File: config.mk
export PLATFORM = sky130hd
export DESIGN_NAME = demux_1x8_driver
export DESIGN_NICKNAME = d
export VERILOG_FILES = /design/src/rtl/demux_pkg.sv /design/src/rtl/demux_req_fifo.sv /design/src/rtl/demux_1x8_driver.sv
export SDC_FILE = /design/constraint.sdc
export NUM_CORES = 1
export LEC_CHECK = 0
export ABC_AREA = 1
export BUFFER_PORTS_ARGS = -buffer_cell sky130_fd_sc_hd__clkbuf_2
export CAP_MARGIN = 20
export CORE_UTILIZATION = 35
export DETAILED_ROUTE_END_ITERATION = 6
export PLACE_DENSITY = 0.53
export SLEW_MARGIN = 40
export SYNTH_ARGS = -nofsm -noshare
export SYNTH_HDL_FRONTEND = slang
export SYNTH_HIERARCHICAL = 1
export SYNTH_SLANG_ARGS = --single-unit
File: constraint.sdc
create_clock -name clk -period 2 [get_ports clk]
set_input_delay 0.2 -clock clk [delete_from_list [all_inputs] [get_ports clk]]
set_output_delay 0.2 -clock clk [all_outputs]
set_load 0.02 [all_outputs]
File: src/rtl/demux_pkg.sv
`default_nettype none
// ============================================================================
// Module      : demux_pkg
// Description : Shared definitions for the demux_1x8 driver: channel count,
//               select width, the FIFO request record and the driver FSM
//               state encoding.
// Revision    : 1.0 - initial release
// ============================================================================
package demux_pkg;

    // Number of demux outputs (a..h) and select-bus width.
    localparam int NUM_CH = 8;
    localparam int CH_W   = 3;

    // One queued request: target channel plus the data bit to steer there.
    localparam int REQ_W  = CH_W + 1;

    typedef struct packed {
        logic [CH_W-1:0] chan;
        logic            data;
    } req_t;

    // Driver FSM encoding (3-bit, values fixed for debug visibility).
    typedef enum logic [2:0] {
        IDLE       = 3'd0,
        HOLD       = 3'd1,
        GAP        = 3'd2,
        SWEEP_HOLD = 3'd3,
        SWEEP_GAP  = 3'd4
    } drv_state_e;

endpackage : demux_pkg
`default_nettype wire

File: src/rtl/demux_req_fifo.sv
`default_nettype none
// ============================================================================
// Module      : demux_req_fifo
// Description : Synchronous request FIFO with first-word fall-through read.
//               rd_data always shows the head entry while empty is low, so the
//               consumer can use it in the same cycle it asserts pop.
//               Pushes while full and pops while empty are ignored.
//
// Ports       : clk      - rising-edge clock
//               rst      - synchronous active-high reset (empties the FIFO)
//               push     - write wr_data this cycle (ignored when full)
//               wr_data  - entry to enqueue
//               pop      - retire the head entry (ignored when empty)
//               rd_data  - head entry
//               full     - occupancy == DEPTH
//               empty    - occupancy == 0
//
// Revision    : 1.0 - initial release
// ============================================================================
module demux_req_fifo #(
    parameter int DEPTH = 4,   // power of two, >= 2
    parameter int WIDTH = 4
) (
    input  logic             clk,
    input  logic             rst,
    input  logic             push,
    input  logic [WIDTH-1:0] wr_data,
    input  logic             pop,
    output logic [WIDTH-1:0] rd_data,
    output logic             full,
    output logic             empty
);

    localparam int                ADDR_W       = $clog2(DEPTH);
    localparam logic [ADDR_W:0]   c_COUNT_FULL = (ADDR_W+1)'(DEPTH);

    logic [WIDTH-1:0]  r_mem [DEPTH];
    logic [ADDR_W-1:0] r_wr_ptr;
    logic [ADDR_W-1:0] r_rd_ptr;
    logic [ADDR_W:0]   r_count;

    logic w_push_ok;
    logic w_pop_ok;

    assign full      = (r_count == c_COUNT_FULL);
    assign empty     = (r_count == '0);
    assign w_push_ok = push && !full;
    assign w_pop_ok  = pop && !empty;
    assign rd_data   = r_mem[r_rd_ptr];

    // Storage is not reset: the pointers and occupancy define what is valid.
    always_ff @(posedge clk) begin
        if (w_push_ok) begin
            r_mem[r_wr_ptr] <= wr_data;
        end
    end

    // DEPTH is a power of two, so the pointers wrap naturally at ADDR_W bits.
    always_ff @(posedge clk) begin
        if (rst) begin
            r_wr_ptr <= '0;
            r_rd_ptr <= '0;
            r_count  <= '0;
        end else begin
            if (w_push_ok) begin
                r_wr_ptr <= r_wr_ptr + 1'b1;
            end
            if (w_pop_ok) begin
                r_rd_ptr <= r_rd_ptr + 1'b1;
            end
            case ({w_push_ok, w_pop_ok})
                2'b10:   r_count <= r_count + 1'b1;
                2'b01:   r_count <= r_count - 1'b1;
                default: r_count <= r_count;
            endcase
        end
    end

endmodule : demux_req_fifo
`default_nettype wire

File: src/rtl/demux_1x8_driver.sv
`default_nettype none
// ============================================================================
// Module      : demux_1x8_driver
// Description : Upstream driver for demux_1x8. Buffers (channel, bit)
//               requests in a small FIFO and presents each one on i/s2/s1/s
//               for HOLD_CYCLES cycles followed by a one-cycle gap with i=0.
//               A sweep mode walks channels 0..7 with i=1, producing a
//               walking one across demux outputs a..h.
//
// Ports       : clk          - rising-edge clock
//               rst          - synchronous active-high reset
//               req_valid    - request present
//               req_ready    - FIFO not full
//               req_chan     - target channel 0..7 (0=a .. 7=h)
//               req_bit      - data bit to steer to the channel
//               sweep_start  - one-cycle pulse, honoured only in IDLE
//               busy         - FSM not idle or FIFO not empty
//               i            - demux data input (registered)
//               s, s1, s2    - demux select LSB..MSB (registered)
//               delivered_cnt- saturating count of completed holds
//                              (only with DEMUX_DRV_STATS_EN)
//
// Options     : `define DEMUX_DRV_STATS_EN adds the delivered_cnt port.
//
// Revision    : 1.0 - initial release
// ============================================================================
module demux_1x8_driver
    import demux_pkg::*;
#(
    parameter int FIFO_DEPTH  = 4,   // power of two, >= 2
    parameter int HOLD_CYCLES = 2,   // >= 1
    parameter int CNT_W       = 8
) (
    input  logic            clk,
    input  logic            rst,
    input  logic            req_valid,
    output logic            req_ready,
    input  logic [CH_W-1:0] req_chan,
    input  logic            req_bit,
    input  logic            sweep_start,
    output logic            busy,
    output logic            i,
    output logic            s,
    output logic            s1,
    output logic            s2
`ifdef DEMUX_DRV_STATS_EN
    ,
    output logic [CNT_W-1:0] delivered_cnt
`endif
);

    localparam int                HOLD_W      = (HOLD_CYCLES > 1) ? $clog2(HOLD_CYCLES) : 1;
    localparam logic [HOLD_W-1:0] c_HOLD_LAST = HOLD_W'(HOLD_CYCLES - 1);
    localparam logic [CH_W-1:0]   c_LAST_CH   = CH_W'(NUM_CH - 1);

    // ------------------------------------------------------------------
    // Request FIFO
    // ------------------------------------------------------------------
    req_t w_fifo_wr;
    req_t w_head;
    logic w_fifo_full;
    logic w_fifo_empty;
    logic w_pop;

    assign w_fifo_wr = '{chan: req_chan, data: req_bit};

    demux_req_fifo #(
        .DEPTH (FIFO_DEPTH),
        .WIDTH (REQ_W)
    ) u_fifo (
        .clk     (clk),
        .rst     (rst),
        .push    (req_valid),
        .wr_data (w_fifo_wr),
        .pop     (w_pop),
        .rd_data (w_head),
        .full    (w_fifo_full),
        .empty   (w_fifo_empty)
    );

    // ------------------------------------------------------------------
    // FSM and datapath registers
    // ------------------------------------------------------------------
    drv_state_e       r_state;
    drv_state_e       w_next_state;
    logic [HOLD_W-1:0] r_hold_cnt;
    logic [HOLD_W-1:0] w_hold_cnt_next;
    logic [CH_W-1:0]  r_sweep_idx;
    logic [CH_W-1:0]  w_sweep_idx_next;
    logic             r_i;
    logic             w_i_next;
    logic [CH_W-1:0]  r_sel;
    logic [CH_W-1:0]  w_sel_next;
    logic             w_hold_done;   // a hold phase (normal or sweep) ends this cycle

    always_ff @(posedge clk) begin
        if (rst) begin
            r_state     <= IDLE;
            r_hold_cnt  <= '0;
            r_sweep_idx <= '0;
            r_i         <= 1'b0;
            r_sel       <= '0;
        end else begin
            r_state     <= w_next_state;
            r_hold_cnt  <= w_hold_cnt_next;
            r_sweep_idx <= w_sweep_idx_next;
            r_i         <= w_i_next;
            r_sel       <= w_sel_next;
        end
    end

    // Output registers are loaded with the value for the state being entered,
    // so i/s2/s1/s change exactly on the state transition edge. The select
    // lines are only ever reloaded when a new hold begins; during GAP and IDLE
    // they keep their last value so no other demux output sees a glitch.
    always_comb begin
        w_next_state     = r_state;
        w_hold_cnt_next  = r_hold_cnt;
        w_sweep_idx_next = r_sweep_idx;
        w_i_next         = r_i;
        w_sel_next       = r_sel;
        w_pop            = 1'b0;
        w_hold_done      = 1'b0;

        case (r_state)
            IDLE: begin
                w_i_next = 1'b0;
                // A sweep request wins over a pending FIFO entry; the entry
                // stays queued and is served once the sweep finishes.
                if (sweep_start) begin
                    w_next_state     = SWEEP_HOLD;
                    w_sweep_idx_next = '0;
                    w_hold_cnt_next  = '0;
                    w_sel_next       = '0;
                    w_i_next         = 1'b1;
                end else if (!w_fifo_empty) begin
                    w_pop           = 1'b1;
                    w_next_state    = HOLD;
                    w_hold_cnt_next = '0;
                    w_sel_next      = w_head.chan;
                    w_i_next        = w_head.data;
                end
            end

            HOLD: begin
                if (r_hold_cnt == c_HOLD_LAST) begin
                    w_next_state = GAP;
                    w_i_next     = 1'b0;
                    w_hold_done  = 1'b1;
                end else begin
                    w_hold_cnt_next = r_hold_cnt + 1'b1;
                end
            end

            GAP: begin
                w_next_state = IDLE;
                w_i_next     = 1'b0;
            end

            SWEEP_HOLD: begin
                if (r_hold_cnt == c_HOLD_LAST) begin
                    w_next_state = SWEEP_GAP;
                    w_i_next     = 1'b0;
                    w_hold_done  = 1'b1;
                end else begin
                    w_hold_cnt_next = r_hold_cnt + 1'b1;
                end
            end

            SWEEP_GAP: begin
                // The sweep stops after the last channel; the index never wraps.
                if (r_sweep_idx == c_LAST_CH) begin
                    w_next_state = IDLE;
                    w_i_next     = 1'b0;
                end else begin
                    w_next_state     = SWEEP_HOLD;
                    w_sweep_idx_next = r_sweep_idx + 1'b1;
                    w_hold_cnt_next  = '0;
                    w_sel_next       = r_sweep_idx + 1'b1;
                    w_i_next         = 1'b1;
                end
            end

            default: begin
                w_next_state = IDLE;
                w_i_next     = 1'b0;
            end
        endcase
    end

    // ------------------------------------------------------------------
    // Outputs
    // ------------------------------------------------------------------
    assign req_ready    = !w_fifo_full;
    assign busy         = (r_state != IDLE) || !w_fifo_empty;
    assign i            = r_i;
    assign {s2, s1, s}  = r_sel;

`ifdef DEMUX_DRV_STATS_EN
    // Saturating delivery counter: sticks at all-ones rather than wrapping.
    logic [CNT_W-1:0] r_delivered_cnt;

    always_ff @(posedge clk) begin
        if (rst) begin
            r_delivered_cnt <= '0;
        end else if (w_hold_done && (r_delivered_cnt != '1)) begin
            r_delivered_cnt <= r_delivered_cnt + 1'b1;
        end
    end

    assign delivered_cnt = r_delivered_cnt;
`else
    logic w_unused_hold_done;
    assign w_unused_hold_done = w_hold_done;
`endif

endmodule : demux_1x8_driver
`default_nettype wire

# After elaboration in Yosys (flattened, before gate mapping)
# Memory sizes are Yosys's and may differ from the RTL's. A register that Yosys moved wholly into a read port is not among the register bits.
# Cells that the tools add are included.
[totals]
ff_bits = 18
ramBits = 16
input_bits = 8
out_inout_bits = 6
wordCells = 74
mem_count = 1
[memory_table]
columns = ["name", "depth", "word_bits", "read_ports", "rd_ports_with_merged_regs", "wr", "line", "text"]
rows = [
  ["u_fifo.r_mem", 4, 4, 1, 1, 1, "demux_req_fifo.sv:37", "logic [WIDTH-1:0] r_mem [DEPTH];"],
]
[classes]
addsub = 6
n_eq_ne = 13
muxes = 30
reduce_logical = 16
[ops]
columns = ["operator", "count"]
rows = [
  ["$mux 3", 8],
  ["$pmux 3 s2", 3],
  ["$mux 1", 13],
  ["$pmux 3 s4", 1],
  ["$reduce_and 3->1", 4],
  ["$eq 3x3->1 const B", 3],
  ["$ne 2x2->1 const B", 4],
  ["$add 3x1->3 const B", 2],
  ["$logic_not 3->1", 2],
  ["$mux 2", 3],
  ["$pmux 1 s3", 2],
  ["$reduce_bool 3->1", 2],
  ["$add 2x1->2 const B", 2],
  ["$reduce_bool 2->1", 2],
  ["$eq 3x1->1 const B", 1],
  ["$eq 3x2->1 const B", 1],
  ["$ne 3x3->1 const B", 1],
  ["$sub 3x1->3 const B", 1],
  ["$eq 2x1->1 const B", 1],
  ["$eq 2x2->1 const B", 1],
  ["$logic_and 1x1->1", 2],
  ["$logic_not 1->1", 2],
  ["$ne 2x1->1 const B", 1],
  ["$reduce_or 2->1", 1],
  ["2 further kinds", 2],
]

# Depth between registers and ports, before layout
# Gate-level depths: netlist (run 1).
[logic_depth]
depth_word = 7
mapped_depth = 15
mapped_depth_nobuf = 15

# By module
# The synthesis (run 1) kept the hierarchy.
[by_module_without_submodules]
columns = ["module", "n_inst", "cells_per_inst", "area_each_um2", "seq_area_each_um2"]
rows = [
  ["demux_req_fifo", 1, 109, 1102.3, 660.6],
  ["demux_1x8_driver", 1, 93, 601.8, 220.2],
]

# Worst setup path after synthesis (run 1)
# No wires, ideal clock.
[synth_timing]
path_kind = "reg-to-reg"
startpoint = "register r_state[1]"
endpoint = "register u_fifo.r_count[2]"
t_arrival_ps = 1901
required_ps = 1890
setup_slack_ps = -10
path_stages_with_launch = 15
cell_sequence = "dfxtp_1 nor2_4 nand2_1 nor3_1 inv_1 nor2_1 ha_1 inv_1 fa_1 inv_1 nand2_1 nand3_1 nand2_1 inv_1 nor2_1"
[synth_between]
elab_chain_cells = 5
[synth_lines]
columns = ["item", "line", "text"]
rows = [
  ["start: declaration", "demux_1x8_driver.sv:84", "drv_state_e r_state;"],
  ["start signal: assignment", "demux_1x8_driver.sv:104", "r_state <= w_next_state;"],
  ["$logic_not 3->1 (*)", "demux_1x8_driver.sv:125", "case (r_state)"],
  ["$mux 1 (*)", "demux_1x8_driver.sv:125", ""],
  ["via w_pop", "demux_1x8_driver.sv:63", "logic w_pop;"],
  ["$logic_and 1x1->1 (*)", "demux_req_fifo.sv:48", "assign w_pop_ok = pop && !empty;"],
  ["via u_fifo.w_pop_ok", "demux_req_fifo.sv:43", "logic w_pop_ok;"],
  ["$eq 2x1->1 / $eq 2x2->1 (equally long branches)", "demux_req_fifo.sv:71", "case ({w_push_ok, w_pop_ok})"],
  ["$pmux 3 s2 / $reduce_bool 2->1 (equally long branches)", "n/a", ""],
  ["end signal: assignment", "demux_req_fifo.sv:72", "2'b10: r_count <= r_count + 1'b1;"],
  ["end signal: assignment", "demux_req_fifo.sv:73", "2'b01: r_count <= r_count - 1'b1;"],
  ["end signal: assignment", "demux_req_fifo.sv:74", "default: r_count <= r_count;"],
  ["end: declaration", "demux_req_fifo.sv:40", "logic [ADDR_W:0] r_count;"],
]
# The timed path passes the listed nets; every way through them passes the cells marked *.
# A chain may end at the register's enable or synchronous reset.

# Worst setup path after layout (run 1)
[layout_timing]
startpoint = "register r_state[0]"
endpoint = "register u_fifo.r_count[2]"
# The elaborated chain is that of the path after synthesis.

==> impl_metrics.tcl, run 1 <==
set metrics [dict create \
    synth_top_area_cell "edfxtp_1" \
    p_per_area_nw_per_um2 1180 \
    antenna_cells 0 \
    synth_cells 202 \
    clock_skew_ns 0.00899 \
    dieArea_um2 5150 \
    synthFlopType "dfxtp_1" \
    min_period_ns 1.89 \
    power.leakage_nw 0.930 \
    grt_setup_unrepaired "true" \
    num_rows 25 \
    syn_area_um2 1700 \
    core_area_um2 4690 \
    cp_cell_sequence "nor2_4 -> nand2_2 -> nor3_2 -> inv_1 -> nor2_2 -> ha_2 -> inv_2 -> fa_2 -> inv_2 -> nand2_2 -> nand3_2 -> nand2_2 -> inv_1 -> nor2_1" \
    dp_cells 275 \
    grt_pass1_vias 1143 \
    cp_num_buf_inv 4 \
    fp.dieW_um 71.8 \
    cts_sinks 36 \
    area_growth_syn_to_layout_pct 19.5 \
    cts_buffers 5 \
    max_stage_delay_ns 0.37 \
    drt_iter0_markers 41 \
    vias 1314 \
    ys_seq_area_frac 0.517 \
    reg2regPathDepth 14 \
    holdPathStages 2 \
    max-vdd-ir-drop_v 0.000477 \
    cp.depth 14 \
    finalNonFillerCells 287 \
    crit_fanout 4 \
    fin_crit_sh 0.943 \
    synthArstFlopShare 0 \
    synth_area_leaders "edfxtp_1 (28%), dfxtp_1 (23%), nor2_1 (8.6%)" \
    tightest_slew_ns 0.449 \
    gp_congestion 0.760 \
    grt_max_degree 13 \
    maxSlewViolCount 0 \
    grt.total_usage 0.134 \
    ys_warn_count 6 \
    cp_top_family "simple AND/OR/NAND/NOR gates" \
    slew-limit-headroom 0.700 \
    setup_viol 0 \
    dp_hpwl_um 2240 \
    fin_util 0.434 \
    ys_ff_latch 36 \
    start_util 0.363 \
    cts_tree "done" \
    arrival_ns 2.09 \
    tns_ns 0 \
    wl_per_cell_um 11.0 \
    cp-end-kind "register" \
    run_status "finished clean" \
    cts_root_buf "clkbuf_8" \
    finalWirelength_um 3150 \
    htreeDepth 2 \
    synthTopCellsByCount "nor2_1 (39), nand2_1 (35), inv_1 (28), dfxtp_1 (20), edfxtp_1 (16)" \
    synth_top_area_frac 0.282 \
    syn_nets 218 \
    clkTransAtPathRegs_ns 0.08 \
    ys_types 23 \
    finalNetCount 248 \
    fin_ws_ns 0.114 \
    cts.path.max_buffers 2 \
    hold_viol 0 \
    synth_edf_count 16 \
    die_h_um 71.8 \
    portBuffers 13 \
    hp-class "input pin to register" \
    clk_latency_ns 0.30 \
    yosysMostFrequentCell "nor2_1" \
    overflow 0 \
    detail_route.vias_per_cell 4.58 \
    drc_errors 0 \
    hold_buffers 0 \
    route.antenna.remaining_nets 0 \
    max_cap_violations 0 \
    clock.fmax_ghz 0.530 \
    fillCellCount 481 \
    drive_above_1_share 0.249 \
    fin_hold_ws_ns 0.112 \
    grt_pass1_wl_um 5130 \
    critPathKind "register to register" \
    firstDrtPassIters 4 \
    antenna_found_initial 0 \
    worstPathRequired_ns 2.20 \
    synth.avg_cell_area_um2 8.44 \
    post-place-ws_ns 0.0773 \
    io_pins 14 \
    cp_common_cell "nand2_2" \
    cp_slowest_cell "dfxtp_4" \
    crit_path_start_kind "register" \
]
==> power breakdown <==
part,switching [mW],internal [mW],total [mW]
clock network,0.277,0.243,0.520
logic,0.525,0.361,0.886
registers,0.0872,0.909,0.996
total,0.889,1.51,2.40
==> worst paths after layout <==
path	startpoint	to	slack, ns
max	r_state[0]	u_fifo/r_count[2]	0.11
min	rst	r_state[1]	0.11
max reg2reg	r_state[0]	u_fifo/r_count[2]	0.11
min reg2reg	u_fifo/r_rd_ptr[0]	u_fifo/r_rd_ptr[0]	0.49
==> state kept, by name, indices dropped and copies added, names as in the netlist, named ones only <==
register         flops
r_sel                3
r_hold_cnt           1
r_sweep_idx          3
u_fifo/r_wr_ptr      2
u_fifo/r_count       3
r_state              3
i                    1
u_fifo/r_mem        16
u_fifo/r_rd_ptr      2
==> timing repair <==
action | 4_1_cts | 5_1_grt
resized for setup | 0 | 16
setup endpoints to repair | 0 | 2
setup buffers | 0 | 4
==> per-stage QoR <==
step | power, mW | instance area [µm²]
2_1_floorplan | 1.58 | 1710
3_3_place_gp | 1.83 | 1890
3_5_place_dp | 1.83 | 1890
4_1_cts | 2.36 | 1970
5_1_grt | 2.59 | 2040
6_report | 2.40 | 2040
==> kinds of logic after synthesis <==
| kind of cell | count (synthesis) | share of synthesized area |
|---|---|---|
| flops | 36 | 0.517 |
| simple gates | 100 | 0.265 |
| compound gates | 25 | 0.0800 |
| buf+inv | 33 | 0.0749 |
| fa+ha+maj | 8 | 0.0631 |
==> area by class of cell <==
cell class                 count  area [µm²]  share of cell area
inverter                      32         120              0.0590
multi-input combinational    133         723               0.355
clock inverter                 3        18.8             0.00921
timing repair buffer          24         148              0.0725
clock buffer                   5        68.8              0.0338
sequential                    36         891               0.437
tap                           54        67.6              0.0332
==> per-layer routing <==
| metal | global-route usage | vias up | part of all wire | routed length, µm |
|---|---|---|---|---|
| met3 | 0.0422 | 8 | 0.040 | 126 |
| met4 | 0.0784 | 0 | 0.024 | 75 |
| li1 | - | 715 | - | - |
| met1 | 0.168 | 569 | 0.51 | 1600 |
| met2 | 0.201 | 22 | 0.43 | 1340 |
| met5 | 0 | - | 0 | 0 |
==> worst reg2reg max path: cells and delay by family, from the launching register on <==
| family | cells | cell delay [ns] |
|---|---|---|
| simple gates | 8 | 0.63 |
| buf+inv | 4 | 0.22 |
| fa+ha+maj | 2 | 0.57 |
| flops | 1 | 0.37 |
==> cell usage in the layout, fill, tap and decap left out, types with 8 or more instances in the layout <==
master	instances
buf_4	11
clkbuf_2	13
o21ai_0	11
edfxtp_1	16
a21oi_1	8
dfxtp_1	16
nand2_1	31
inv_1	26
nand3_1	11
nor2_1	38
No activity file was read; power rests on OpenSTA's default activity.
==> run 2, diff against run 1 <==
--- a/config.mk
+++ b/config.mk
@@ -7,12 +7,10 @@
 export LEC_CHECK = 0
 export ABC_AREA = 1
 export BUFFER_PORTS_ARGS = -buffer_cell sky130_fd_sc_hd__clkbuf_2
-export CAP_MARGIN = 20
 export CORE_UTILIZATION = 35
 export DETAILED_ROUTE_END_ITERATION = 6
 export PLACE_DENSITY = 0.53
 export SLEW_MARGIN = 40
 export SYNTH_ARGS = -nofsm -noshare
 export SYNTH_HDL_FRONTEND = slang
-export SYNTH_HIERARCHICAL = 1
 export SYNTH_SLANG_ARGS = --single-unit
==> run 2 against run 1 <==
Utilization shrank 1.7 points; synthesized cell count grew 2.5%; global-route usage is essentially flat; cell count grew 3.5%; largest cell class unchanged.
==> impl_metrics.tcl, run 2 <==
set metrics [dict create \
    regArea_um2 881 \
    power_mw 2.53 \
    cp_cell_sequence "nor2_4 -> nand3_4 -> nor2_4 -> ha_1 -> inv_1 -> fa_2 -> a21oi_1 -> o21ai_1 -> o21ai_1 -> a21oi_1" \
    layout_commonest_cell "nand2_1" \
    num_rows 25 \
    grt_pass1_wl_um 5170 \
    drt_iter0_markers 44 \
    gp_congestion 0.735 \
    synth_area_leaders "edfxtp_1 (28%), dfxtp_1 (23%), nand2_1 (11%)" \
    ys_seq_area_frac 0.514 \
    dp_hpwl_um 2250 \
    clock.fmax_ghz 0.563 \
    synth.avg_cell_area_um2 8.27 \
    post_cts_buffers 0 \
    min_period_ns 1.78 \
    max-vdd-ir-drop_v 0.000368 \
    finalNonFillerCells 297 \
    finalWirelength_um 3060 \
    syn_nets 223 \
    crit_fanout 4 \
    setup_viol 0 \
    power.leakage_nw 0.912 \
    fin_crit_sh 0.888 \
    reg2reg_slack_ns 0.22 \
    worstPathRequired_ns 2.18 \
    yosysMostFrequentCell "nand2_1" \
    fillCellCount 496 \
    p_per_area_nw_per_um2 1280 \
    antenna_cells 0 \
    overflow 0 \
    synthTopCellsByCount "nand2_1 (50), inv_1 (41), nor2_1 (22), dfxtp_1 (20), edfxtp_1 (16)" \
    multi_input_area_um2 672 \
    fin_hold_ws_ns 0.136 \
    htreeDepth 2 \
    ys_warn_count 0 \
    cp-end-kind "register" \
    antenna_found_initial 0 \
    portBuffers 13 \
    top_register "u_fifo.r_mem" \
    synth_edf_count 16 \
    slew-limit-headroom 0.717 \
    cts_root_buf "clkbuf_8" \
    ys_ff_latch 36 \
    cts.path.max_buffers 2 \
    grt_setup_unrepaired "false" \
    syn_area_um2 1710 \
    hold_viol 0 \
    clk_latency_ns 0.29 \
    max_cap_violations 0 \
    tightest_slew_ns 0.422 \
    wl_per_cell_um 10.3 \
    critPathKind "register to register" \
    synth_top_area_frac 0.280 \
    maxSlewViolCount 0 \
    grt_pass1_vias 1158 \
    vias 1263 \
    finalNetCount 245 \
    synth_cells 207 \
    arrival_ns 1.95 \
    clkTransAtPathRegs_ns 0.07 \
    fp.dieW_um 72.0 \
    dieArea_um2 5180 \
    crit_path_start_kind "register" \
    die_h_um 72.0 \
    cts_buffers 5 \
    drive_above_1_share 0.148 \
    ys_types 22 \
    run_status "finished clean" \
    clock_skew_ns 0.00565 \
    area_growth_syn_to_layout_pct 15.0 \
    synthFlopType "dfxtp_1" \
    layout_common_cells "nand2_1 (50), inv_1 (40), nor2_1 (22), dfxtp_1 (20), edfxtp_1 (16)" \
    cp_slowest_cell "dfxtp_1" \
    synthArstFlopShare 0 \
    max_stage_delay_ns 0.35 \
    detail_route.vias_per_cell 4.25 \
    cts_sinks 36 \
    hp-class "input pin to register" \
    route.antenna.remaining_nets 0 \
    synth_top_area_cell "edfxtp_1" \
    dp_cells 289 \
    largest_register_ff_count 16 \
    grt_max_degree 13 \
    firstDrtPassIters 4 \
    cts_tree "done" \
    start_util 0.363 \
    grt.total_usage 0.134 \
    tns_ns 0 \
    core_area_um2 4720 \
    drc_errors 0 \
    io_pins 14 \
]
## run 2: stage by stage
step                      utilization  worst slack, ns  cell area [µm²]
after floorplan                     -          0.00141             1710
after global placement          0.398            0.157             1880
final                           0.417            0.224             1970
after detailed placement        0.398            0.127             1880
after CTS                       0.415            0.114             1960
after global routing            0.417           0.0477             1970
## run 2: worst max-delay path: cells and delay by family (launching register included)
kind	cells	cell delay (ns)
AO/OA/AOI/OAI	4	0.40
adder cells (fa/ha/maj)	2	0.48
flip-flops	1	0.35
AND/OR/NAND/NOR	3	0.36
buffers and inverters	1	0.07
## run 2: path summary, 6_finish.rpt
kind,start,to,depth (start not counted)
setup / recovery,r_state[0],u_fifo.r_count[2],10
hold / removal,req_chan[0],u_fifo.r_mem[0][1],1
setup reg to reg,r_state[0],u_fifo.r_count[2],10
hold reg to reg,r_sweep_idx[2],r_sweep_idx[2],2
## run 2: final cells by class
class	count	share of cell area
Inverter	42	0.0801
Sequential cell	36	0.447
Timing Repair Buffer	17	0.0483
Tap cell	67	0.0426
Multi-Input combinational cell	127	0.341
Clock inverter	1	0.00191
Clock buffer	7	0.0388
## run 2: timing repair
action / 4_1_cts / 5_1_grt
hold buffers: 0 / 0
gates resized for setup: 0 / 5
setup endpoints to repair: 0 / 1
hold endpoints to repair: 0 / 0
## run 2: logic make-up (layout without fill, tap and decap cells)
logic type,Yosys count,count (layout),synth area share
AOI/OAI and AO/OA,26,26,0.0884
DFF,36,36,0.514
buffers and inverters,44,67,0.0979
and+or+nand+nor,93,93,0.237
adders and majority gates,8,8,0.0628
## run 2: report_power, final
part           total [mW]  switching [mW]  internal (mW)
logic                1.01           0.637          0.374
registers            1.02           0.103          0.914
clock network       0.501           0.258          0.243
## run 2: layer usage
layer	routed length [µm]	global-route usage
met3	102	0.0458
met1	1560	0.174
met5	0	0
met2	1370	0.206
met4	27	0.0501
==> run 3, diff against run 2 <==
--- a/config.mk
+++ b/config.mk
@@ -5,7 +5,6 @@
 export SDC_FILE = /design/constraint.sdc
 export NUM_CORES = 1
 export LEC_CHECK = 0
-export ABC_AREA = 1
 export BUFFER_PORTS_ARGS = -buffer_cell sky130_fd_sc_hd__clkbuf_2
 export CORE_UTILIZATION = 35
 export DETAILED_ROUTE_END_ITERATION = 6
==> run 3 against run 2 <==
The run now ends with setup timing left; sequential share of layout area increased by 1.1 points; utilization increased by 2.6 points; cell count is 29% lower; synthesized area shrank 8.0%; fmax is 14% lower; routed wire length fell by 9.2%; via count is 18% lower; flip-flop and latch count is the same; final area shrank 2.2%; critical endpoint unchanged; largest power group unchanged.
==> impl_metrics.tcl, run 3 <==
set metrics [dict create \
    grt_pass1_vias 1091 \
    drive_above_1_share 0.325 \
    clock_skew_ns 0.00456 \
    hold_viol 0 \
    maxSlewViolCount 0 \
    grt.total_usage 0.130 \
    synthArstFlopShare 0 \
    setup_viol 1 \
    run_status "finished with violations" \
    layout_commonest_cell "dfxtp_1" \
    crit_path_start_kind "register" \
    clkTransAtPathRegs_ns 0.07 \
    fin_ws_ns -0.0662 \
    min_from "req_chan[0]" \
    power.leakage_nw 0.771 \
    r2r-start "u_fifo.r_count[2]" \
    top_register "u_fifo.r_mem" \
    fin_crit_sh 1.03 \
    fillCellCount 412 \
    worstPathRequired_ns 2.21 \
    synth_edf_count 16 \
    wl_per_cell_um 13.1 \
    hp-class "input pin to register" \
    cts_root_buf "clkbuf_8" \
    synth_top_area_cell "edfxtp_1" \
    drt_iter0_markers 30 \
    synth_cells 128 \
    cts.path.max_buffers 2 \
    cts_buffers 5 \
    antenna_cells 0 \
    grt_max_degree 20 \
    detail_route.vias_per_cell 4.90 \
    grt_pass1_wl_um 4840 \
    portBuffers 13 \
    synth_area_leaders "edfxtp_1 (31%), dfxtp_1 (25%), ha_1 (5.6%)" \
    finalNetCount 175 \
    ys_types 37 \
    overflow 0 \
    io_pins 14 \
    post_cts_buffers 0 \
    ys_seq_area_frac 0.559 \
    synth_top_area_frac 0.305 \
    cp_slowest_cell "or3b_4" \
    power_mw 2.50 \
    cts_sinks 36 \
    p_per_area_nw_per_um2 1300 \
    route.antenna.remaining_nets 0 \
    largest_register_ff_count 16 \
    layout_common_cells "dfxtp_1 (18), nor2_1 (17), edfxtp_1 (16), clkbuf_2 (13), buf_4 (13)" \
    clk_latency_ns 0.28 \
    crit_fanout 2 \
    violations "setup timing" \
    fp.dieW_um 69.1 \
    slew-limit-headroom 0.717 \
    syn_nets 144 \
    antenna_found_initial 0 \
    finalNonFillerCells 212 \
    dieArea_um2 4770 \
    start_util 0.362 \
    dp_hpwl_um 2130 \
    finalWirelength_um 2780 \
    gp_congestion 0.709 \
    cp-end-kind "register" \
    tightest_slew_ns 0.425 \
    arrival_ns 2.27 \
    synth.avg_cell_area_um2 12.3 \
    num_rows 24 \
    core_area_um2 4350 \
    syn_area_um2 1580 \
    htreeDepth 2 \
    die_h_um 69.1 \
    synthFlopType "dfxtp_1" \
    vias 1038 \
    area_growth_syn_to_layout_pct 22.3 \
    critPathKind "register to register" \
    ys_ff_latch 36 \
    grt_setup_unrepaired "true" \
    max-vdd-ir-drop_v 0.000536 \
    synthTopCellsByCount "dfxtp_1 (20), nor2_1 (17), edfxtp_1 (16), a21oi_1 (9), ha_1 (7)" \
    cts_tree "done" \
    cp_cell_sequence "or3b_4 -> and2_4 -> inv_4 -> ha_4 -> inv_2 -> fa_2 -> xor2_1 -> or3_1 -> a21oi_2" \
    dp_cells 204 \
    clock.fmax_ghz 0.484 \
    cp-startpoint "u_fifo.r_count[2]" \
    firstDrtPassIters 4 \
    max_cap_violations 0 \
    min_period_ns 2.07 \
    max_stage_delay_ns 0.38 \
    drc_errors 0 \
    ys_warn_count 0 \
    yosysMostFrequentCell "dfxtp_1" \
]
[run 3: final cells by class]
class | count | area (µm²) | share of cell area
clock buffer | 6 | 72.6 | 0.0377
clock inverter | 2 | 35.0 | 0.0182
inverter | 6 | 25.0 | 0.0130
multi-input combinational | 84 | 683 | 0.355
sequential | 36 | 883 | 0.458
tap | 52 | 65.1 | 0.0338
timing repair buffer | 26 | 163 | 0.0844
[run 3: routing by layer]
layer | global-route usage | part of all wire | vias to the layer above
met5 | 0 | 0 | -
met4 | 0.0340 | 0.0029 | 0
met3 | 0.0482 | 0.037 | 2
met2 | 0.221 | 0.49 | 16
met1 | 0.153 | 0.47 | 497
li1 | - | - | 523
[run 3: power breakdown]
part | switching, mW | internal (mW) | leakage (nW) | total (mW)
Clock | 0.247 | 0.370 | 0.0552 | 0.617
Combinational | 0.473 | 0.426 | 0.404 | 0.899
Sequential | 0.0803 | 0.909 | 0.312 | 0.989
Total | 0.800 | 1.70 | 0.771 | 2.50
[run 3: path summary, 6_finish.rpt]
| check | cells past startpoint | to | slack, ns |
|---|---|---|---|
| max | 9 | u_fifo.r_count[2] | -0.07 |
| min | 1 | u_fifo.r_mem[1][1] | 0.13 |
| min reg2reg | 2 | r_state[2] | 0.48 |
| max reg2reg | 9 | u_fifo.r_count[2] | -0.07 |
[run 3: cell families after synthesis]
kind of cell               synth area share
muxes                                0.0747
and+or+nand+nor                       0.171
AOI/OAI and AO/OA                    0.0747
xor gates and xnor gates             0.0334
adders and majority gates            0.0683
DFF                                   0.559
buffers and inverters                0.0191
[run 3: critical path: cells and delay by family (launching register included)]
family	cells	cell delay, ns
xor gates and xnor gates	1	0.15
AOI/OAI and AO/OA	1	0.12
buffers and inverters	2	0.08
and+or+nand+nor	3	0.86
adders and majority gates	2	0.44
DFF	1	0.33
[run 3: what timing repair did]
item	4_1_cts	5_1_grt
endpoints found under the hold margin	0	0
hold buffers	0	0
endpoints found under the setup margin	1	1
gates cloned	0	0
gates resized for setup	2	1
[run 3: metrics by stage]
stage               setup TNS (ns)   util  hold slack, ns  cell area (µm²)  setup WS (ns)
floorplan                  -0.0963      -           0.299             1590        -0.0963
CTS                        -0.0754  0.442           0.122             1920        -0.0754
detailed placement         -0.0841  0.416           0.423             1810        -0.0841
finish                     -0.0662  0.443           0.133             1930        -0.0662
global placement           -0.0300  0.416           0.411             1810        -0.0300
global route                -0.147  0.443           0.117             1930         -0.147
